==> config.mk <==
export PLATFORM = sky130hd
export DESIGN_NAME = tmds_timing_gen_flat
export DESIGN_NICKNAME = d
export VERILOG_FILES = /design/src/rtl/tmds_timing_gen_if.sv /design/src/rtl/tmds_timing_gen.sv /design/src/flat_wrapper.sv
export SDC_FILE = /design/constraint.sdc
export NUM_CORES = 1
export LEC_CHECK = 0
export ABC_AREA = 1
export BUFFER_PORTS_ARGS = -buffer_cell sky130_fd_sc_hd__buf_2
export CAP_MARGIN = 5
export CORE_AREA = 2 2 93 73
export DETAILED_ROUTE_END_ITERATION = 8
export DIE_AREA = 0 0 95 75
export PLACE_DENSITY = 0.77
export SYNTH_ARGS = -nofsm -noshare
export SYNTH_HDL_FRONTEND = slang
export SYNTH_SLANG_ARGS = --single-unit
export TNS_END_PERCENT = 1
==> constraint.sdc <==
create_clock -name tx0_pclk -period 1.9 [get_ports tx0_pclk]
set_input_delay 0 -clock tx0_pclk [delete_from_list [all_inputs] [get_ports tx0_pclk]]
set_output_delay 0 -clock tx0_pclk [all_outputs]
set_load 0.02 [all_outputs]
==> src/rtl/tmds_timing_gen_if.sv <==
// Video-side signal bundle between the TMDS timing generator, its line FIFO and the encoder.
// The master modport is the timing generator. The slave modport is the FIFO/encoder side.
interface tmds_timing_gen_if #(
   parameter int unsigned DATA_W = 24
);
   logic              enable;
   logic              fifo_empty;
   logic [DATA_W-1:0] fifo_dout;
   logic              fifo_rd_en;
   logic              hsync;
   logic              vsync;
   logic              video_en;
   logic [DATA_W-1:0] pix_data;
   logic [10:0]       video_hcnt;
   logic [10:0]       video_vcnt;
   logic              frame_start;
   logic              underflow;
   logic              busy;

   modport master (
      input  enable, fifo_empty, fifo_dout,
      output fifo_rd_en, hsync, vsync, video_en, pix_data, video_hcnt, video_vcnt,
             frame_start, underflow, busy
   );

   modport slave (
      output enable, fifo_empty, fifo_dout,
      input  fifo_rd_en, hsync, vsync, video_en, pix_data, video_hcnt, video_vcnt,
             frame_start, underflow, busy
   );
endinterface

==> src/rtl/tmds_timing_gen.sv <==
// Transmit-side video timing generator. Free-running H/V counters (stage 0) feed a FIFO read
// strobe (stage 1) and registered sync/enable/coordinates (stage 2). Starts and stops only on
// frame boundaries.
module tmds_timing_gen #(
   parameter int unsigned H_ACTIVE = 1280,
   parameter int unsigned H_FP     = 110,
   parameter int unsigned H_SYNC   = 40,
   parameter int unsigned H_BP     = 220,
   parameter int unsigned V_ACTIVE = 720,
   parameter int unsigned V_FP     = 5,
   parameter int unsigned V_SYNC   = 5,
   parameter int unsigned V_BP     = 20,
   parameter bit          HS_POL   = 1'b1,
   parameter bit          VS_POL   = 1'b1,
   parameter int unsigned DATA_W   = 24
) (
   input logic                tx0_pclk,
   input logic                rstbtn_n,
   tmds_timing_gen_if.master  io_tmds
);

   localparam int unsigned H_TOTAL = H_ACTIVE + H_FP + H_SYNC + H_BP;
   localparam int unsigned V_TOTAL = V_ACTIVE + V_FP + V_SYNC + V_BP;

   localparam logic [10:0] HC_LAST = 11'(H_TOTAL - 1);
   localparam logic [10:0] VC_LAST = 11'(V_TOTAL - 1);
   localparam logic [10:0] H_ACT   = 11'(H_ACTIVE);
   localparam logic [10:0] V_ACT   = 11'(V_ACTIVE);
   localparam logic [10:0] HS_BEG  = 11'(H_ACTIVE + H_FP);
   localparam logic [10:0] HS_END  = 11'(H_ACTIVE + H_FP + H_SYNC);
   localparam logic [10:0] VS_BEG  = 11'(V_ACTIVE + V_FP);
   localparam logic [10:0] VS_END  = 11'(V_ACTIVE + V_FP + V_SYNC);

   typedef enum logic [0:0] {StIdle, StRun} state_e;

   state_e      r_state;
   state_e      w_state_nxt;
   logic [10:0] r_hc, r_vc;
   logic [10:0] w_hc_nxt, w_vc_nxt;

   logic w_run, w_act, w_hs, w_vs, w_fs;

   // Stage 1
   logic        r_rd_en;
   logic        r_act1, r_hs1, r_vs1, r_fs1;
   logic [10:0] r_hc1, r_vc1;

   // Stage 2
   logic        r_hsync, r_vsync, r_video_en, r_frame_start;
   logic [10:0] r_hcnt, r_vcnt;
   logic        r_slot_empty;
   logic        r_underflow;

   // State and counter registers
   always_ff @(posedge tx0_pclk) begin
      if (!rstbtn_n) begin
         r_state <= StIdle;
         r_hc    <= '0;
         r_vc    <= '0;
      end else begin
         r_state <= w_state_nxt;
         r_hc    <= w_hc_nxt;
         r_vc    <= w_vc_nxt;
      end
   end

   // Next state and counter advance; IDLE holds counters at the frame origin
   always_comb begin
      w_state_nxt = r_state;
      w_hc_nxt    = '0;
      w_vc_nxt    = '0;
      unique case (r_state)
         StIdle: begin
            if (io_tmds.enable) begin
               w_state_nxt = StRun;
            end
         end
         StRun: begin
            if (r_hc == HC_LAST) begin
               if (r_vc == VC_LAST) begin
                  // Frame boundary: the only point where a stop request is honoured
                  if (!io_tmds.enable) begin
                     w_state_nxt = StIdle;
                  end
               end else begin
                  w_vc_nxt = r_vc + 11'd1;
               end
            end else begin
               w_hc_nxt = r_hc + 11'd1;
               w_vc_nxt = r_vc;
            end
         end
         default: w_state_nxt = StIdle;
      endcase
   end

   assign w_run = (r_state == StRun);
   assign w_act = w_run && (r_hc < H_ACT) && (r_vc < V_ACT);
   assign w_hs  = w_run && (r_hc >= HS_BEG) && (r_hc < HS_END);
   assign w_vs  = w_run && (r_vc >= VS_BEG) && (r_vc < VS_END);
   assign w_fs  = w_run && (r_hc == '0) && (r_vc == '0);

   // Stage 1: FIFO read strobe one cycle ahead of the data enable
   always_ff @(posedge tx0_pclk) begin
      if (!rstbtn_n) begin
         r_rd_en <= 1'b0;
         r_act1  <= 1'b0;
         r_hs1   <= 1'b0;
         r_vs1   <= 1'b0;
         r_fs1   <= 1'b0;
         r_hc1   <= '0;
         r_vc1   <= '0;
      end else begin
         r_rd_en <= w_act;
         r_act1  <= w_act;
         r_hs1   <= w_hs;
         r_vs1   <= w_vs;
         r_fs1   <= w_fs;
         r_hc1   <= w_act ? r_hc : '0;
         r_vc1   <= w_act ? r_vc : '0;
      end
   end

   // Stage 2: encoder-facing timing, plus underflow bookkeeping for the slot just read
   always_ff @(posedge tx0_pclk) begin
      if (!rstbtn_n) begin
         r_hsync       <= ~HS_POL;
         r_vsync       <= ~VS_POL;
         r_video_en    <= 1'b0;
         r_frame_start <= 1'b0;
         r_hcnt        <= '0;
         r_vcnt        <= '0;
         r_slot_empty  <= 1'b0;
         r_underflow   <= 1'b0;
      end else begin
         r_hsync       <= r_hs1 ? HS_POL : ~HS_POL;
         r_vsync       <= r_vs1 ? VS_POL : ~VS_POL;
         r_video_en    <= r_act1;
         r_frame_start <= r_fs1;
         r_hcnt        <= r_hc1;
         r_vcnt        <= r_vc1;
         r_slot_empty  <= r_rd_en & io_tmds.fifo_empty;
         r_underflow   <= r_underflow | (r_rd_en & io_tmds.fifo_empty);
      end
   end

   // FIFO data arrives in the cycle after the strobe, i.e. the stage-2 cycle, so it is gated
   // here rather than registered again; an empty-slot read is blanked to black.
   assign io_tmds.pix_data    = (r_video_en && !r_slot_empty) ? io_tmds.fifo_dout : '0;
   assign io_tmds.fifo_rd_en  = r_rd_en;
   assign io_tmds.hsync       = r_hsync;
   assign io_tmds.vsync       = r_vsync;
   assign io_tmds.video_en    = r_video_en;
   assign io_tmds.video_hcnt  = r_hcnt;
   assign io_tmds.video_vcnt  = r_vcnt;
   assign io_tmds.frame_start = r_frame_start;
   assign io_tmds.underflow   = r_underflow;
   assign io_tmds.busy        = w_run;

endmodule
==> src/flat_wrapper.sv <==
// flat-port wrapper written by rule: the top's interface ports become plain ports
module tmds_timing_gen_flat 
#(
   parameter int unsigned H_ACTIVE = 1280,
   parameter int unsigned H_FP     = 110,
   parameter int unsigned H_SYNC   = 40,
   parameter int unsigned H_BP     = 220,
   parameter int unsigned V_ACTIVE = 720,
   parameter int unsigned V_FP     = 5,
   parameter int unsigned V_SYNC   = 5,
   parameter int unsigned V_BP     = 20,
   parameter bit          HS_POL   = 1'b1,
   parameter bit          VS_POL   = 1'b1,
   parameter int unsigned DATA_W   = 24
)
  (tx0_pclk, rstbtn_n, io_tmds_enable, io_tmds_fifo_empty, io_tmds_fifo_dout, io_tmds_fifo_rd_en, io_tmds_hsync, io_tmds_vsync, io_tmds_video_en, io_tmds_pix_data, io_tmds_video_hcnt, io_tmds_video_vcnt, io_tmds_frame_start, io_tmds_underflow, io_tmds_busy);
  tmds_timing_gen_if #(.DATA_W(DATA_W)) io_tmds_i ();
  input logic tx0_pclk;
  input logic rstbtn_n;
  input wire logic [$bits(io_tmds_i.enable)-1:0] io_tmds_enable;
  input wire logic [$bits(io_tmds_i.fifo_empty)-1:0] io_tmds_fifo_empty;
  input wire logic [$bits(io_tmds_i.fifo_dout)-1:0] io_tmds_fifo_dout;
  output wire logic [$bits(io_tmds_i.fifo_rd_en)-1:0] io_tmds_fifo_rd_en;
  output wire logic [$bits(io_tmds_i.hsync)-1:0] io_tmds_hsync;
  output wire logic [$bits(io_tmds_i.vsync)-1:0] io_tmds_vsync;
  output wire logic [$bits(io_tmds_i.video_en)-1:0] io_tmds_video_en;
  output wire logic [$bits(io_tmds_i.pix_data)-1:0] io_tmds_pix_data;
  output wire logic [$bits(io_tmds_i.video_hcnt)-1:0] io_tmds_video_hcnt;
  output wire logic [$bits(io_tmds_i.video_vcnt)-1:0] io_tmds_video_vcnt;
  output wire logic [$bits(io_tmds_i.frame_start)-1:0] io_tmds_frame_start;
  output wire logic [$bits(io_tmds_i.underflow)-1:0] io_tmds_underflow;
  output wire logic [$bits(io_tmds_i.busy)-1:0] io_tmds_busy;
  assign io_tmds_i.enable = io_tmds_enable;
  assign io_tmds_i.fifo_empty = io_tmds_fifo_empty;
  assign io_tmds_i.fifo_dout = io_tmds_fifo_dout;
  assign io_tmds_fifo_rd_en = io_tmds_i.fifo_rd_en;
  assign io_tmds_hsync = io_tmds_i.hsync;
  assign io_tmds_vsync = io_tmds_i.vsync;
  assign io_tmds_video_en = io_tmds_i.video_en;
  assign io_tmds_pix_data = io_tmds_i.pix_data;
  assign io_tmds_video_hcnt = io_tmds_i.video_hcnt;
  assign io_tmds_video_vcnt = io_tmds_i.video_vcnt;
  assign io_tmds_frame_start = io_tmds_i.frame_start;
  assign io_tmds_underflow = io_tmds_i.underflow;
  assign io_tmds_busy = io_tmds_i.busy;
  tmds_timing_gen #(.H_ACTIVE(H_ACTIVE), .H_FP(H_FP), .H_SYNC(H_SYNC), .H_BP(H_BP), .V_ACTIVE(V_ACTIVE), .V_FP(V_FP), .V_SYNC(V_SYNC), .V_BP(V_BP), .HS_POL(HS_POL), .VS_POL(VS_POL), .DATA_W(DATA_W)) u_core (.tx0_pclk(tx0_pclk), .rstbtn_n(rstbtn_n), .io_tmds(io_tmds_i));
endmodule
==> flow_summary.ini, run 1 <==
[placed_design]
dpl.cell_count = 559
pre_cts_slack_ns = 0.281
detailed_place_hpwl_mm = 4.79
number_of_i_o_port_buffers = 80
place_congestion = 0.907

[sta]
setup_viol = 0
fin_skew_ns = 0.00737
final.period_utilization = 0.861
timing.hold.ws_ns = 0.309
worst_rel_slew_slack = 0.518
least_margin_pin_slew_ns = 0.721
rsz_0062_raised_after_global_routing = false
final.setup.tns_ns = 0
maxClockFrequency_mhz = 611
finalWorstPathRequiredPeriod_ns = 1.64
finalHoldViolCount = 0
timing.final.max_slew_violations = 0
final_worst_setup_slack_ns = 0.264

[die]
die-area_um2 = 7130
coreArea_um2 = 6160
placement_rows = 25
ioPinCount = 81
initial_core_util = 0.506
fp.dieH_um = 75
fp.dieW_um = 95

[yosys]
netlist-cell-type-count = 31
synthCells = 408
synth_seq_cells = 77
synth_area_per_cell_um2 = 7.64
synthesis.area_um2 = 3120
synth_sequential_area_ratio = 0.494
synth_warnings = 0
synth_fp_nets = 442

[status]
run_status = completed

[setup_path]
cp_data_arrival_time_ns = 1.87
r2r_setup_slack_ns = 0.26
path_cells = nand2_1 > nor2_1 > nand4_2 > nand2_2 > nand2_4 > o21ai_1 > inv_1
cp_slowest_cell = sky130_fd_sc_hd__dfxtp_1
crit-reg2reg-capture = u_core.r_vc[0]$_SDFFE_PN0N_
r2r_cells = 7
crit-reg2reg-launch = u_core.r_hc[9]$_SDFF_PP0_
critPathMaxStageDelay_ns = 0.49
timing.critical_path.from_type = register
critical_path_class = reg -> reg
critPathCaptureType = register
cp_data_required_time_ns = 2.14
worstPathMaxFanout = 13

[clock_tree]
cts_bufs_inserted = 9
numClockSinks = 77
cts.reportedPaths.clkPinSlew_ns = 0.08
clock_tree.root_cell = sky130_fd_sc_hd__clkbuf_8
clk_latency_ns = 0.34
htree_num_levels = 3
ctsResizeCount = 0
cts_tree = done
clock_tree.buffer_depth = 2

[global_route]
grt_pass1_vias = 2297
gr-total-overflow = 0
grt_max_degree = 30
wire_length_of_the_first_global_routing_pass_mm = 10.2
grt_antenna_before_repair = 0
grt_usage = 0.189

[worst_hold_path]
timing.hold.worst.start = io_tmds_fifo_dout[2]
endpoint_with_the_worst_hold_slack = io_tmds_pix_data[2]
timing.hold.worst_path_depth = 4
class_of_the_tightest_hold_or_removal_check = in -> out

[layout]
layout-drive-gt1-share = 0.278
instances_no_fill = 578
area_delta_synth_final_pct = 22.6
fin_nets = 526
antenna_cells_inserted = 0

[power]
power_density_nw_per_um2 = 857
max-vdd-ir-drop_uv = 512
leakagePower_nw = 2.05
power.total_mw = 3.28

[routing]
detailroute.via_count = 2617
drc_errors = 0
route.met3.wl_um = 544
drt-wirelength-per-cell_um = 11.0
number_of_iterations_in_the_first_detailed_routing_pass = 4
antenna_violating_nets_post_route = 0
via_per_inst = 4.53
highest_layer = met4
detail_route.iter0.violations = 219
wirelength_mm = 6.38
amount_of_wire_on_met2_after_detailed_routing_mm = 2.91
wl_met1_mm = 2.85

[run]
drv_cap = 0
[repair_timing]
| item | CTS | global route |
|---|---|---|
| endpoints found under the hold margin | 4 | 0 |
| setup buffers | 0 | 0 |
| hold buffers | 3 | 0 |
[how the worst max path moves through the flow]
stage	from	endpoint	slack, ns	depth (start not counted)
2_1_floorplan	u_core.r_hc[1]$_SDFF_PP0_	u_core.r_vc[0]$_SDFFE_PN0N_	0.54	10
3_3_place_gp	u_core.r_hc[1]$_SDFF_PP0_	u_core.r_vc[0]$_SDFFE_PN0N_	0.39	9
3_5_place_dp	u_core.r_hc[1]$_SDFF_PP0_	u_core.io_tmds.busy$_SDFF_PN0_	0.28	9
4_1_cts	u_core.r_hc[1]$_SDFF_PP0_	u_core.io_tmds.busy$_SDFF_PN0_	0.27	9
5_1_grt	u_core.r_hc[1]$_SDFF_PP0_	u_core.r_vc[4]$_SDFFE_PN0N_	0.13	9
6_report	u_core.r_hc[9]$_SDFF_PP0_	u_core.r_vc[0]$_SDFFE_PN0N_	0.26	7
[flip-flops by register name, indices dropped and copies added (netlist names), 11 cells and up]
register                   count
u_core.io_tmds.video_hcnt     11
u_core.r_vc                   11
u_core.r_vc1                  11
u_core.r_hc1                  11
u_core.r_hc                   11
u_core.io_tmds.video_vcnt     11
[where the power goes]
| part | switching, mW | total, mW | internal [mW] |
|---|---|---|---|
| logic | 0.162 | 0.251 | 0.0886 |
| registers | 0.0132 | 1.65 | 1.64 |
| clock network | 0.592 | 1.38 | 0.786 |
| total | 0.768 | 3.28 | 2.51 |
[worst max-delay path, delay by kind of cell (launching register included)]
family,cells,cell delay (ns)
AND/OR/NAND/NOR,5,0.87
flip-flops,1,0.49
AO/OA/AOI/OAI,1,0.11
buffers and inverters,1,0.05
[layer usage]
layer  vias to the layer above  global-route usage
li1                       1380                   -
met2                       106               0.308
met3                         8              0.0661
met4                         0              0.0628
met1                      1123               0.237
met5                         -                   0
[through the flow]
step	utilization	instance area, um^2
final	0.621	3820
after global routing	0.621	3820
after CTS	0.621	3820
after detailed placement	0.578	3560
after global placement	0.578	3560
after floorplan	-	3120
[placed cells by master, fill, tap and decap left out, types with 2 or more instances in the layout]
cell type / n
sky130_fd_sc_hd__buf_2: 80
sky130_fd_sc_hd__xor2_1: 3
sky130_fd_sc_hd__dfxtp_1: 77
sky130_fd_sc_hd__nor2_1: 57
sky130_fd_sc_hd__nand4_1: 6
sky130_fd_sc_hd__a21oi_1: 11
sky130_fd_sc_hd__nor2_2: 20
sky130_fd_sc_hd__clkbuf_8: 10
sky130_fd_sc_hd__nand2_2: 2
sky130_fd_sc_hd__inv_1: 84
sky130_fd_sc_hd__o21ai_0: 5
sky130_fd_sc_hd__nand3_1: 20
sky130_fd_sc_hd__nand2_1: 76
sky130_fd_sc_hd__inv_2: 5
sky130_fd_sc_hd__bufinv_16: 2
sky130_fd_sc_hd__nand4_2: 3
sky130_fd_sc_hd__dlygate4sd3_1: 3
sky130_fd_sc_hd__inv_6: 2
sky130_fd_sc_hd__nor3_1: 5
sky130_fd_sc_hd__ha_1: 6
sky130_fd_sc_hd__nor2_4: 3
sky130_fd_sc_hd__nor3_2: 2
[kinds of logic (layout without fill, tap and decap cells)]
logic type,after synthesis,count (layout),synth area share
buffers and inverters,101,190,0.134
AO/OA/AOI/OAI,20,20,0.0345
flip-flops,77,77,0.494
XOR/XNOR,3,3,0.00843
other,1,1,0.00120
AND/OR/NAND/NOR,200,200,0.303
adder cells (fa/ha/maj),6,6,0.0241
[final cells by class]
type	instances	area, um^2
clock buffer	10	138
clock inverter	6	93.8
multi-input combinational	230	1160
tap	81	101
timing repair buffer	85	458
inverter	89	334
fill	530	2340
sequential	77	1540
[Yosys cell counts]
| library cell | number | area [um^2] |
|---|---|---|
| sky130_fd_sc_hd__a21oi_1 | 11 | 55.1 |
| sky130_fd_sc_hd__a21oi_2 | 1 | 8.76 |
| sky130_fd_sc_hd__buf_2 | 2 | 10.0 |
| sky130_fd_sc_hd__buf_6 | 5 | 56.3 |
| sky130_fd_sc_hd__clkbuf_1 | 5 | 18.8 |
| sky130_fd_sc_hd__conb_1 | 1 | 3.75 |
| sky130_fd_sc_hd__dfxtp_1 | 77 | 1540 |
| sky130_fd_sc_hd__ha_1 | 6 | 75.1 |
| sky130_fd_sc_hd__inv_1 | 84 | 315 |
| sky130_fd_sc_hd__inv_2 | 5 | 18.8 |
| sky130_fd_sc_hd__nand2_1 | 76 | 285 |
| sky130_fd_sc_hd__nand2_2 | 2 | 12.5 |
| sky130_fd_sc_hd__nand2_4 | 1 | 11.3 |
| sky130_fd_sc_hd__nand3_1 | 20 | 100 |
| sky130_fd_sc_hd__nand3_2 | 1 | 10.0 |
| sky130_fd_sc_hd__nand3b_1 | 1 | 7.51 |
| sky130_fd_sc_hd__nand4_1 | 6 | 37.5 |
| sky130_fd_sc_hd__nand4_2 | 3 | 37.5 |
| sky130_fd_sc_hd__nor2_1 | 57 | 214 |
| sky130_fd_sc_hd__nor2_2 | 20 | 125 |
| sky130_fd_sc_hd__nor2_4 | 3 | 33.8 |
| sky130_fd_sc_hd__nor3_1 | 5 | 25.0 |
| sky130_fd_sc_hd__nor3_2 | 2 | 20.0 |
| sky130_fd_sc_hd__nor3b_2 | 1 | 12.5 |
| sky130_fd_sc_hd__nor4_1 | 1 | 6.26 |
| sky130_fd_sc_hd__o211ai_1 | 1 | 7.51 |
| sky130_fd_sc_hd__o21ai_0 | 5 | 25.0 |
| sky130_fd_sc_hd__o21ai_1 | 1 | 5.00 |
| sky130_fd_sc_hd__o22ai_1 | 1 | 6.26 |
| sky130_fd_sc_hd__or2_2 | 1 | 6.26 |
| sky130_fd_sc_hd__xor2_1 | 3 | 26.3 |
Note: power is estimated with default switching activity, not from simulation.
==> run 2: changes to the inputs <==
- ABC_AREA: 1 -> unset
- CORE_AREA: 2 2 93 73 -> 2 2 87 68
- DIE_AREA: 0 0 95 75 -> 0 0 89 70
- PLACE_DENSITY: 0.77 -> 0.83
- clock period: 1.9 -> 1.95 ns (I/O delays scaled with it)
==> run 2 against run 1 <==
Via count is 9.8% lower. Hold slack improved by 0.0057 ns. Critical path type unchanged. Final area fell by 3.2%. Clock skew rose by 0.0030 ns. Sequential share of layout area increased by 1.4 points. Critical endpoint is now u_core.r_vc[10]$_SDFFE_PN0N_.
==> flow_summary.ini, run 2 <==
[status]
run_status = completed

[yosys]
synth_area_leader_cell = sky130_fd_sc_hd__dfxtp_1
synth-compound-area-share = 0.0516
synth-async-reset-ratio = 0
post_synth_main_area_contributors = sky130_fd_sc_hd__dfxtp_1, sky130_fd_sc_hd__and2_1, sky130_fd_sc_hd__ha_1
number_of_enable_flip_flop_cells_after_synthesis = 0
synth_sequential_area_ratio = 0.530
netlist_top_cells_count = sky130_fd_sc_hd__dfxtp_1, sky130_fd_sc_hd__and2_1, sky130_fd_sc_hd__nor2_1, sky130_fd_sc_hd__nand2_1, sky130_fd_sc_hd__a21oi_1
post_synthesis_mux_area_share = 0
synth_top_family_by_area = simple AND/OR/NAND/NOR gates
synth_xor_area_frac = 0.0361
yosysMostFrequentCell = sky130_fd_sc_hd__dfxtp_1
netlist-cell-type-count = 42
synth_area_per_cell_um2 = 9.86
synth_largest_type_area_fraction = 0.530
synthCells = 295
synth_fp_nets = 329
synthSimpleGateAreaFrac = 0.303
synth-main-ff-cell = sky130_fd_sc_hd__dfxtp_1
synth_warnings = 0
synth_adder_area_share = 0.0258
synth_seq_cells = 77
synthesis.area_um2 = 2910

[die]
fp.dieW_um = 89
initial_core_util = 0.526
placement_rows = 24
coreArea_um2 = 5530
fp.dieH_um = 70
ioPinCount = 81
die-area_um2 = 6230

[power]
power_density_nw_per_um2 = 784
max-vdd-ir-drop_uv = 448
leakagePower_nw = 1.68
power.total_mw = 2.90

[clock_tree]
cts.reportedPaths.clkPinSlew_ns = 0.07
clock_tree.root_cell = sky130_fd_sc_hd__clkbuf_8
cts_bufs_inserted = 9
numClockSinks = 77
htree_num_levels = 3
clock_tree.buffer_depth = 2
clk_latency_ns = 0.35
cts_tree = done
postCtsSetupRepairBufs = 0

[global_route]
grt_pass1_vias = 2219
wire_length_of_the_first_global_routing_pass_mm = 9.68
gr-total-overflow = 0
grt_usage = 0.206
grt_max_degree = 31
grt_antenna_before_repair = 0

[worst_hold_path]
timing.hold.worst_path_depth = 3
class_of_the_tightest_hold_or_removal_check = in -> out
timing.hold.worst.start = io_tmds_fifo_dout[5]
endpoint_with_the_worst_hold_slack = io_tmds_pix_data[5]

[routing]
number_of_iterations_in_the_first_detailed_routing_pass = 4
detail_route.iter0.violations = 164
highest_layer = met4
route.met3.wl_um = 495
drc_errors = 0
wl_met1_mm = 2.58
wirelength_mm = 6.42
drt-wirelength-per-cell_um = 13.5
amount_of_wire_on_met2_after_detailed_routing_mm = 3.25
detailroute.via_count = 2361
via_per_inst = 4.95
antenna_violating_nets_post_route = 0

[layout]
layout-drive-gt1-share = 0.326
layout.cells.most_common = sky130_fd_sc_hd__buf_2
finalCoreUtilization = 0.670
area_delta_synth_final_pct = 27.3
antenna_cells_inserted = 0
instances_no_fill = 477
layout_common_cells = sky130_fd_sc_hd__buf_2, sky130_fd_sc_hd__dfxtp_1, sky130_fd_sc_hd__and2_1
fin_nets = 428

[placed_design]
number_of_i_o_port_buffers = 80
dpl.cell_count = 458
detailed_place_hpwl_mm = 4.71
place_congestion = 0.861

[setup_path]
timing.critical_path.from_type = register
r2r_setup_slack_ns = 0.04
critPathCaptureType = register
worstPathMaxFanout = 11
critical_path_class = reg -> reg
crit-reg2reg-launch = u_core.r_hc[1]$_SDFF_PP0_
cp_data_required_time_ns = 2.22
crit-reg2reg-capture = u_core.r_vc[10]$_SDFFE_PN0N_
r2r_cells = 6
cp_data_arrival_time_ns = 2.18

[sta]
finalWorstPathRequiredPeriod_ns = 1.91
timing.final.max_slew_violations = 0
setup_viol = 0
final.setup.tns_ns = 0
maxClockFrequency_mhz = 525
final.period_utilization = 0.978
fin_skew_ns = 0.0103
rsz_0062_raised_after_global_routing = true
finalHoldViolCount = 0

[run]
drv_cap = 0
## run 2: changes by cell type after synthesis, sizes merged, moves of 4 or more
cell,before,now
nand3,21,7
or4,0,4
inv,89,7
nand2,79,13
o31ai,0,4
xnor2,0,7
nor2,80,18
or3,0,5
and2,0,71
nor4,1,6
clkbuf,5,11
## run 2: layout make-up
| class | count | area (um^2) |
|---|---|---|
| timing repair buffer | 107 | 623 |
| sequential | 77 | 1540 |
| inverter | 7 | 26.3 |
| clock buffer | 11 | 131 |
| fill | 442 | 1820 |
| multi-input combinational | 192 | 1220 |
| tap | 78 | 97.6 |
| clock inverter | 5 | 60.1 |
## run 2: critical path: stages, from the launching register on
cell and delay, ns:
sky130_fd_sc_hd__dfxtp_1 0.32, sky130_fd_sc_hd__inv_1 0.07, sky130_fd_sc_hd__ha_1 0.14, sky130_fd_sc_hd__nand4_1 0.12
sky130_fd_sc_hd__or3_4 0.46, sky130_fd_sc_hd__or4_1 0.54, sky130_fd_sc_hd__a21oi_1 0.18
## run 2: logic make-up (layout without fill, tap and decap cells)
family,after synthesis,in the layout
xor+xnor,12,12
flops,77,77
other cells,1,1
fa+ha+maj,6,6
compound gates,24,24
buf+inv,26,130
simple gates,149,149
## run 2: metrics by stage
step                setup slack [ns]  hold slack, ns  cell area, um^2
global route                -0.00506           0.346             3700
floorplan                     0.0199           0.110             2910
CTS                           0.0134         0.00148             3690
finish                        0.0437           0.315             3700
global placement              0.0898           0.197             3470
detailed placement           -0.0216           0.199             3470
## run 2: per-layer routing
layer  global-route usage  vias up
met2                0.364       85
li1                     -     1171
met5                    0        -
met4               0.0730        0
met1                0.224     1097
met3               0.0733        8
## run 2: repair_timing
action	in CTS	in global routing
endpoints found under the hold margin	2	1
endpoints found under the setup margin	4	2
resized for setup	1	1
hold buffers	2	1
## run 2: how the worst max path moves through the flow
| stage | startpoint | endpoint | slack [ns] |
|---|---|---|---|
| 4_1_cts | u_core.r_vc[1]$_SDFFE_PN0N_ | u_core.r_vc[10]$_SDFFE_PN0N_ | 0.01 |
| 5_1_grt | u_core.r_hc[1]$_SDFF_PP0_ | u_core.r_vc[5]$_SDFFE_PN0N_ | -0.005 |
| 3_3_place_gp | u_core.r_hc[2]$_SDFF_PP0_ | u_core.r_vc[9]$_SDFFE_PN0N_ | 0.09 |
| 6_report | u_core.r_hc[1]$_SDFF_PP0_ | u_core.r_vc[10]$_SDFFE_PN0N_ | 0.04 |
| 3_5_place_dp | u_core.r_hc[1]$_SDFF_PP0_ | u_core.r_vc[4]$_SDFFE_PN0N_ | -0.02 |
| 2_1_floorplan | u_core.r_hc[2]$_SDFF_PP0_ | u_core.r_vc[8]$_SDFFE_PN0N_ | 0.02 |
## run 2: where the power goes
part | internal (mW) | switching (mW) | leakage [nW] | total [mW]
logic | 0.0727 | 0.0877 | 0.961 | 0.160
clock network | 0.596 | 0.555 | 0.0939 | 1.15
registers | 1.59 | 0.00595 | 0.623 | 1.59
